### config.mk
export PLATFORM = sky130hd
export DESIGN_NAME = mem_access_unit
export DESIGN_NICKNAME = d
export VERILOG_FILES = /design/src/rtl/mem_access_unit.sv
export SDC_FILE = /design/constraint.sdc
export NUM_CORES = 1
export LEC_CHECK = 0
export ABC_CLOCK_PERIOD_IN_PS = 3500
export BUFFER_PORTS_ARGS = -buffer_cell sky130_fd_sc_hd__buf_2
export CORE_MARGIN = 1
export CORE_UTILIZATION = 46
export CTS_CLUSTER_SIZE = 10
export DETAILED_ROUTE_END_ITERATION = 8
export PLACE_DENSITY = 0.91
export SLEW_MARGIN = 20
export SYNTH_ARGS = -nofsm -noshare
export SYNTH_HDL_FRONTEND = slang
export SYNTH_SLANG_ARGS = --single-unit
### constraint.sdc
create_clock -name clk -period 3.5 [get_ports clk]
set_clock_uncertainty 0.1 [all_clocks]
set_input_delay 0.525 -clock clk [delete_from_list [all_inputs] [get_ports clk]]
set_output_delay 0.525 -clock clk [all_outputs]
set_load 0.02 [all_outputs]
### src/rtl/mem_access_unit.sv
// -----------------------------------------------------------------------------
// mem_access_unit
//
// Memory-stage access controller for a 5-stage ARM-style pipeline. Converts
// the EXE/MEM register's load/store command, byte address (ALU_result) and
// store data (Val_Rm) into a single req/ack transaction on the data-memory
// port. Holds the upstream pipeline with `freeze` until the transaction has
// finished, then presents load data on MEM_result.
//
// Optional feature (compile-time macro): MEM_ALIGN_CHECK_EN
//   When defined, a command whose byte address is not word aligned issues no
//   memory request. Instead it flags mem_err and goes straight to DONE.
//   When undefined, the low two address bits are simply dropped.
//
// Ports
//   clk, rst            clock (rising edge), asynchronous active-high reset
//   MEM_R_EN, MEM_W_EN  load / store command (both set -> treated as store)
//   ALU_result          byte address from EXE
//   Val_Rm              store data
//   mem_req             registered request, high for the whole REQ phase
//   mem_we              1 = write, 0 = read (valid while mem_req)
//   mem_addr            word address (valid while mem_req)
//   mem_wdata           write data (valid while mem_req)
//   mem_ack             single-cycle completion pulse (ignored outside REQ)
//   mem_rdata           read data, valid in the mem_ack cycle
//   MEM_result          registered load data, held until the next load
//   freeze              combinational stall for PC, IF/ID, ID/EX, EXE/MEM
//   mem_err             registered abort flag, held until the next access
//   fsm_state           debug view of the controller state
//                       (0 = IDLE, 1 = REQ, 2 = DONE)
//
// Handshake: mem_req rises on the edge that leaves IDLE and stays high, with
// mem_we/mem_addr/mem_wdata frozen, until the edge that samples mem_ack=1 or
// the edge on which the wait budget runs out. mem_ack is honoured only while
// in REQ; one request is outstanding at a time.
// -----------------------------------------------------------------------------
module mem_access_unit #(
    parameter int unsigned BASE_ADDR = 1024,
    parameter int unsigned ADDR_W    = 16,
    parameter int unsigned TIMEOUT   = 255
) (
    input  logic              clk,
    input  logic              rst,
    input  logic              MEM_R_EN,
    input  logic              MEM_W_EN,
    input  logic [31:0]       ALU_result,
    input  logic [31:0]       Val_Rm,
    output logic              mem_req,
    output logic              mem_we,
    output logic [ADDR_W-1:0] mem_addr,
    output logic [31:0]       mem_wdata,
    input  logic              mem_ack,
    input  logic [31:0]       mem_rdata,
    output logic [31:0]       MEM_result,
    output logic              freeze,
    output logic              mem_err,
    output logic [1:0]        fsm_state
);

    typedef enum logic [1:0] {
        IDLE = 2'd0,
        REQ  = 2'd1,
        DONE = 2'd2
    } state_t;

    // The wait counter is cleared on entry to REQ, so the first REQ cycle sees
    // 0 and the abort edge is the one where the count reaches TIMEOUT-1. That
    // gives exactly TIMEOUT cycles of mem_req before giving up.
    localparam logic [7:0] LAST_WAIT = 8'(TIMEOUT - 1);

    state_t     state;
    state_t     next_state;
    logic       cmd;
    logic       misaligned;
    logic       start_req;
    logic       align_abort;
    logic       wait_expired;
    logic [7:0] wait_cnt;

    assign cmd          = MEM_R_EN | MEM_W_EN;
    assign wait_expired = (wait_cnt == LAST_WAIT);
    assign fsm_state    = state;

`ifdef MEM_ALIGN_CHECK_EN
    assign misaligned = (ALU_result[1:0] != 2'b00);
`else
    assign misaligned = 1'b0;
`endif

    // -------------------------------------------------------------------------
    // State register
    // -------------------------------------------------------------------------
    always_ff @(posedge clk or posedge rst) begin
        if (rst) begin
            state <= IDLE;
        end else begin
            state <= next_state;
        end
    end

    // -------------------------------------------------------------------------
    // Next state and stall. DONE always drops freeze for one cycle so the
    // completed instruction can leave the MEM stage; it never starts another
    // request, which keeps back-to-back accesses at least three cycles apart.
    // -------------------------------------------------------------------------
    always_comb begin
        next_state  = state;
        freeze      = 1'b0;
        start_req   = 1'b0;
        align_abort = 1'b0;
        case (state)
            IDLE: begin
                if (cmd) begin
                    freeze = 1'b1;
                    if (misaligned) begin
                        align_abort = 1'b1;
                        next_state  = DONE;
                    end else begin
                        start_req  = 1'b1;
                        next_state = REQ;
                    end
                end
            end
            REQ: begin
                freeze = 1'b1;
                if (mem_ack || wait_expired) begin
                    next_state = DONE;
                end
            end
            DONE: begin
                next_state = IDLE;
            end
            default: begin
                next_state = IDLE;
            end
        endcase
    end

    // -------------------------------------------------------------------------
    // Memory port, wait counter and result registers
    // -------------------------------------------------------------------------
    always_ff @(posedge clk or posedge rst) begin
        if (rst) begin
            mem_req    <= 1'b0;
            mem_we     <= 1'b0;
            mem_addr   <= '0;
            mem_wdata  <= '0;
            MEM_result <= '0;
            mem_err    <= 1'b0;
            wait_cnt   <= '0;
        end else begin
            if (start_req) begin
                mem_req   <= 1'b1;
                // A command with both enables set is a store.
                mem_we    <= MEM_W_EN;
                // 32-bit modulo subtraction; wrap-around below BASE_ADDR is
                // silent and only the low ADDR_W bits of the word index are kept.
                mem_addr  <= ADDR_W'((ALU_result - 32'(BASE_ADDR)) >> 2);
                mem_wdata <= Val_Rm;
                wait_cnt  <= '0;
                mem_err   <= 1'b0;
            end

            if (align_abort) begin
                mem_err <= 1'b1;
            end

            if (state == REQ) begin
                wait_cnt <= wait_cnt + 8'd1;
                // An ack on the expiry edge still counts as a success.
                if (mem_ack) begin
                    mem_req <= 1'b0;
                    if (!mem_we) begin
                        MEM_result <= mem_rdata;
                    end
                end else if (wait_expired) begin
                    mem_req <= 1'b0;
                    mem_err <= 1'b1;
                end
            end
        end
    end

endmodule

-- After elaboration in Yosys (flattened, before gate mapping)
Index checks and enable logic that the tools add are counted.
- register bits: 93
- input bits: 101
- output and inout bits: 86
- word-level logic and storage cells: 37
- add/sub/neg operators: 2
- equality and inequality tests: 4
- muxes and demuxes: 16
- bitwise logic cells: 2
- reductions and logical operators: 5
- operators by type and width (kind ; count):
    18-bit by 11-bit subtractor with 18-bit output, second input constant ; 1
    8-bit 2-to-1 mux ; 2
    1-bit 2-to-1 mux ; 10
    8-bit by 1-bit adder with 8-bit output, second input constant ; 1
    8-bit == test, second input constant ; 1
    2-bit 2-to-1 mux ; 2
    2-bit inequality test, second input constant ; 2
    2-bit one-hot mux with 2 select lines ; 1
    3-bit AND reduction ; 1
    2-bit by 1-bit == test with 1-bit output, second input constant ; 1
    2-bit zero test ; 1
    1-bit one-hot mux with 2 select lines ; 1
    2-bit AND reduction ; 1
    2-bit nonzero test ; 1
    1-bit logical OR ; 1
    1-bit inverter ; 1
    1-bit OR ; 1

-- Logic depth before layout (Yosys ltp)
- depth after elaboration: 7
- depth in mapped cells: 6
- mapped depth without buffers: 5

-- Least setup slack after synthesis
OpenSTA, ideal clock, no wires.
- path kind: reg-to-output
- start point: register state[0], in the netlist fsm_state[0]
- end point: output freeze
- data arrival time: 1.547 ns
- path slack: 1.328 ns
- stages on the path, launching flop included: 4
- cell sequence: dfrtp_1 -> or2_0 -> buf_2 -> o21ai_0
- cells in the longest elaborated chain, start to end: 2
- elaborated cells on any way between the ends: 3
- ends and longest elaborated chain (what ; RTL line ; source):
    start: declaration ; 71 ; state_t state;
    start signal: assignment ; 97 ; state <= next_state;
    2-bit by 1-bit == test with 1-bit output or 2-bit zero test (tied branches) ; 111 ; case (state)
    1-bit one-hot mux with 2 select lines * ; 111 ;
    end: declaration ; 55 ; output logic freeze,
Every way passes the cells marked *; elsewhere a longest branch is shown, timed or not.

-- Worst setup path in the final report
Same ends and word-level chain as after synthesis.

==> flow_metrics.env <==
export IMPL_status="finished, final reports clean"
export IMPL_crit_start="fsm_state[0]"
export IMPL_synthTopCellsByArea="dfrtp_1 (62%), mux2_2 (22%), buf_6 (1.8%)"
export IMPL_cts_sinks=93
export IMPL_wirelength_um=7890
export IMPL_cp_data_required_time_ns=2.87
export IMPL_worstPathArrival_ns=1.95
export IMPL_num_vias=2761
export IMPL_cts_buffers=9
export IMPL_die_area_um2=8560
export IMPL_synth_top_area_frac=0.617
export IMPL_fin_ws_ns=0.928
export IMPL_start_util=0.481
export IMPL_layout_drive_gt1_share=0.612
export IMPL_via_per_inst=5.13
export IMPL_ios=187
export IMPL_grt_use_met1=0.216
export IMPL_cpMaxStageDelayCell="o21ai_0"
export IMPL_grt_pass1_vias=2797
export IMPL_p_int_mw=2.83
export IMPL_nets=536
export IMPL_clk_latency_ns=0.34
export IMPL_r2r_slack_ns=1.27
export IMPL_cts_clk_slew_worst_paths_ns=0.09
export IMPL_cts_hold_buf=0
export IMPL_die_width_um=92.5
export IMPL_root_buffer="clkbuf_8"
export IMPL_synth_largest_area_cell="dfrtp_1"
export IMPL_syn_num_nets=362
export IMPL_drc_errors=0
export IMPL_port_buffers=170
export IMPL_rr_endpoint="mem_wdata[28]"
export IMPL_drv_slew=0
export IMPL_cap_violations=0
export IMPL_tns_ns=0
export IMPL_area_delta_synth_final_pct=29.2
export IMPL_ys_seq_area_frac=0.617
export IMPL_pwr_share_comb=0.458
export IMPL_htree_levels=3
export IMPL_cp_cell_sequence="or2_0 -> o21ai_0 -> buf_2"
export IMPL_min_period_ns=2.57
export IMPL_synth_distinct_cells=37
export IMPL_antenna_found_initial=0
export IMPL_finalSetupViolations=0
export IMPL_hp_class="in2async"
export IMPL_cp_max_fo=7
export IMPL_clock_fmax_mhz=389
export IMPL_postSynthAreaPerCell_um2=14.6
export IMPL_final_common_cell="buf_2"
export IMPL_routedWlPerCell_um=14.7
export IMPL_p_per_area_nw_per_um2=969
export IMPL_r2r_start="fsm_state[0]"
export IMPL_die_y_um=92.5
export IMPL_critPathCapture="freeze"
export IMPL_grt_max_degree=44
export IMPL_cts_buffer_depth=2
export IMPL_busiest_layer="met2"
export IMPL_syn_area_um2=3770
export IMPL_syn_inst=258
export IMPL_core_um2=7850
export IMPL_drt_iter0_drc=70
export IMPL_mostFrequentLayoutCells="buf_2 (170), dfrtp_1 (93), mux2_2 (74)"
export IMPL_rsz0062_at_grt="false"
export IMPL_pre_cts_slack_ns=1.28
export IMPL_clkPwrFrac=0.145
export IMPL_ctsResizeCount=0
export IMPL_irDropWorstVdd_uv=466
export IMPL_switching_share=0.401
export IMPL_cts_setup_buffers=0
export IMPL_grt_overflow=0
export IMPL_endpoint_kind="output port"
export IMPL_slowest_delay_ns=0.50
export IMPL_grt_pass1_wl_um=12600
export IMPL_fin_crit_sh=0.735
export IMPL_grt_use_met2=0.335
export IMPL_synth_warnings=0
export IMPL_cts_tree="built"
export IMPL_ant_nets=0
export IMPL_dp_hpwl_um=6120
export IMPL_p_leak_nw=2.34
export IMPL_hold_viol=0
export IMPL_first_pass_iters=4
export IMPL_reg2reg_depth=4
export IMPL_critPathKind="reg2out"
export IMPL_p_sw_mw=1.89
export IMPL_ys_ff_latch=93
export IMPL_cp_start_kind="register"
export IMPL_routabilityCongestion=0.773
export IMPL_relSlewSlack=0.638
export IMPL_gr_usage_all_layers=0.190
export IMPL_pwr_share_seq=0.397
export IMPL_worst_pin_slew_ns=0.542
export IMPL_diodes=0
export IMPL_use_met3=0.0443
export IMPL_row_count=32
-- through the flow --
stage / instance area [um2] / power (mW) / hold WS [ns] / utilization / cells
6_report: 4870 / 4.72 / 0.0301 / 0.621 / 538
5_1_grt: 4870 / 5.01 / 0.0404 / 0.621 / 538
4_1_cts: 4870 / 4.78 / 0.0226 / 0.621 / 538
3_5_place_dp: 4680 / 4.09 / 0.381 / 0.597 / 523
3_3_place_gp: 4680 / 3.98 / 0.373 / 0.597 / 523
2_1_floorplan: 3770 / 3.38 / 0.343 / - / 258
-- kinds of logic after synthesis --
group | count (synthesis) | share of synthesized area
and+or+nand+nor | 32 | 0.0531
buffers and inverters | 18 | 0.0325
adders and majority gates | 3 | 0.00995
DFF | 93 | 0.617
xor gates and xnor gates | 3 | 0.00697
muxes | 75 | 0.224
AOI/OAI and AO/OA | 34 | 0.0567
-- routing by layer --
| layer | vias up | part of all wire |
|---|---|---|
| met2 | 131 | 0.52 |
| met3 | 16 | 0.071 |
| met4 | 0 | 0.020 |
| met5 | - | 0 |
| met1 | 1338 | 0.39 |
| li1 | 1276 | - |
-- cell type report --
type	count	area, um2
clock buffer	10	128
clock inverter	5	60.1
fill	618	2980
inverter	7	27.5
multi-input combinational	147	1320
sequential	93	2330
tap	102	128
timing repair buffer	174	881
-- cell usage after synthesis, drive strengths merged --
library cell  number
a21oi              5
a22o               2
a2bb2oi            1
a31oi              5
a41oi              1
and2               1
buf               10
clkbuf             1
dfrtp             93
ha                 3
inv                7
mux2              74
mux2i              1
nand2              6
nand2b             2
nand3              3
nand4              1
nand4b             1
nor2               5
nor2b              1
nor3               1
nor3b              1
o211ai             2
o21ai             11
o21bai             1
o221ai             1
o22ai              1
o31ai              4
or2                2
or3                3
or3b               1
or4                4
xnor2              3
-- worst max-delay path, delay by kind of cell, from the launching register on --
kind | cells | cell delay (ns)
and+or+nand+nor | 1 | 0.39
AOI/OAI and AO/OA | 1 | 0.50
DFF | 1 | 0.44
buffers and inverters | 1 | 0.27
-- worst min path at each step --
stage             endpoint  slack [ns]  cells past startpoint
3_5_place_dp   wait_cnt[7]        0.38                      1
2_1_floorplan  wait_cnt[7]        0.34                      1
6_report       wait_cnt[6]        0.03                      2
3_3_place_gp   wait_cnt[7]        0.37                      1
4_1_cts        wait_cnt[6]        0.02                      2
5_1_grt        wait_cnt[6]        0.04                      2
-- state kept, by name, indices dropped and copies added, names as in the netlist --
name and flops:
MEM_result 32, wait_cnt 8, mem_wdata 32, mem_req 1, mem_we 1, mem_addr 16, fsm_state 2, mem_err 1
-- power by group through the flow --
stage | combinational [mW] | clock [mW] | sequential, mW
3_5_place_dp | 2.19 | 0 | 1.90
4_1_cts | 2.19 | 0.706 | 1.88
6_report | 2.16 | 0.685 | 1.87
3_3_place_gp | 2.13 | 0 | 1.85
5_1_grt | 2.32 | 0.748 | 1.94
2_1_floorplan | 0.888 | 0 | 2.49
No activity file was read; power rests on OpenSTA's default activity.
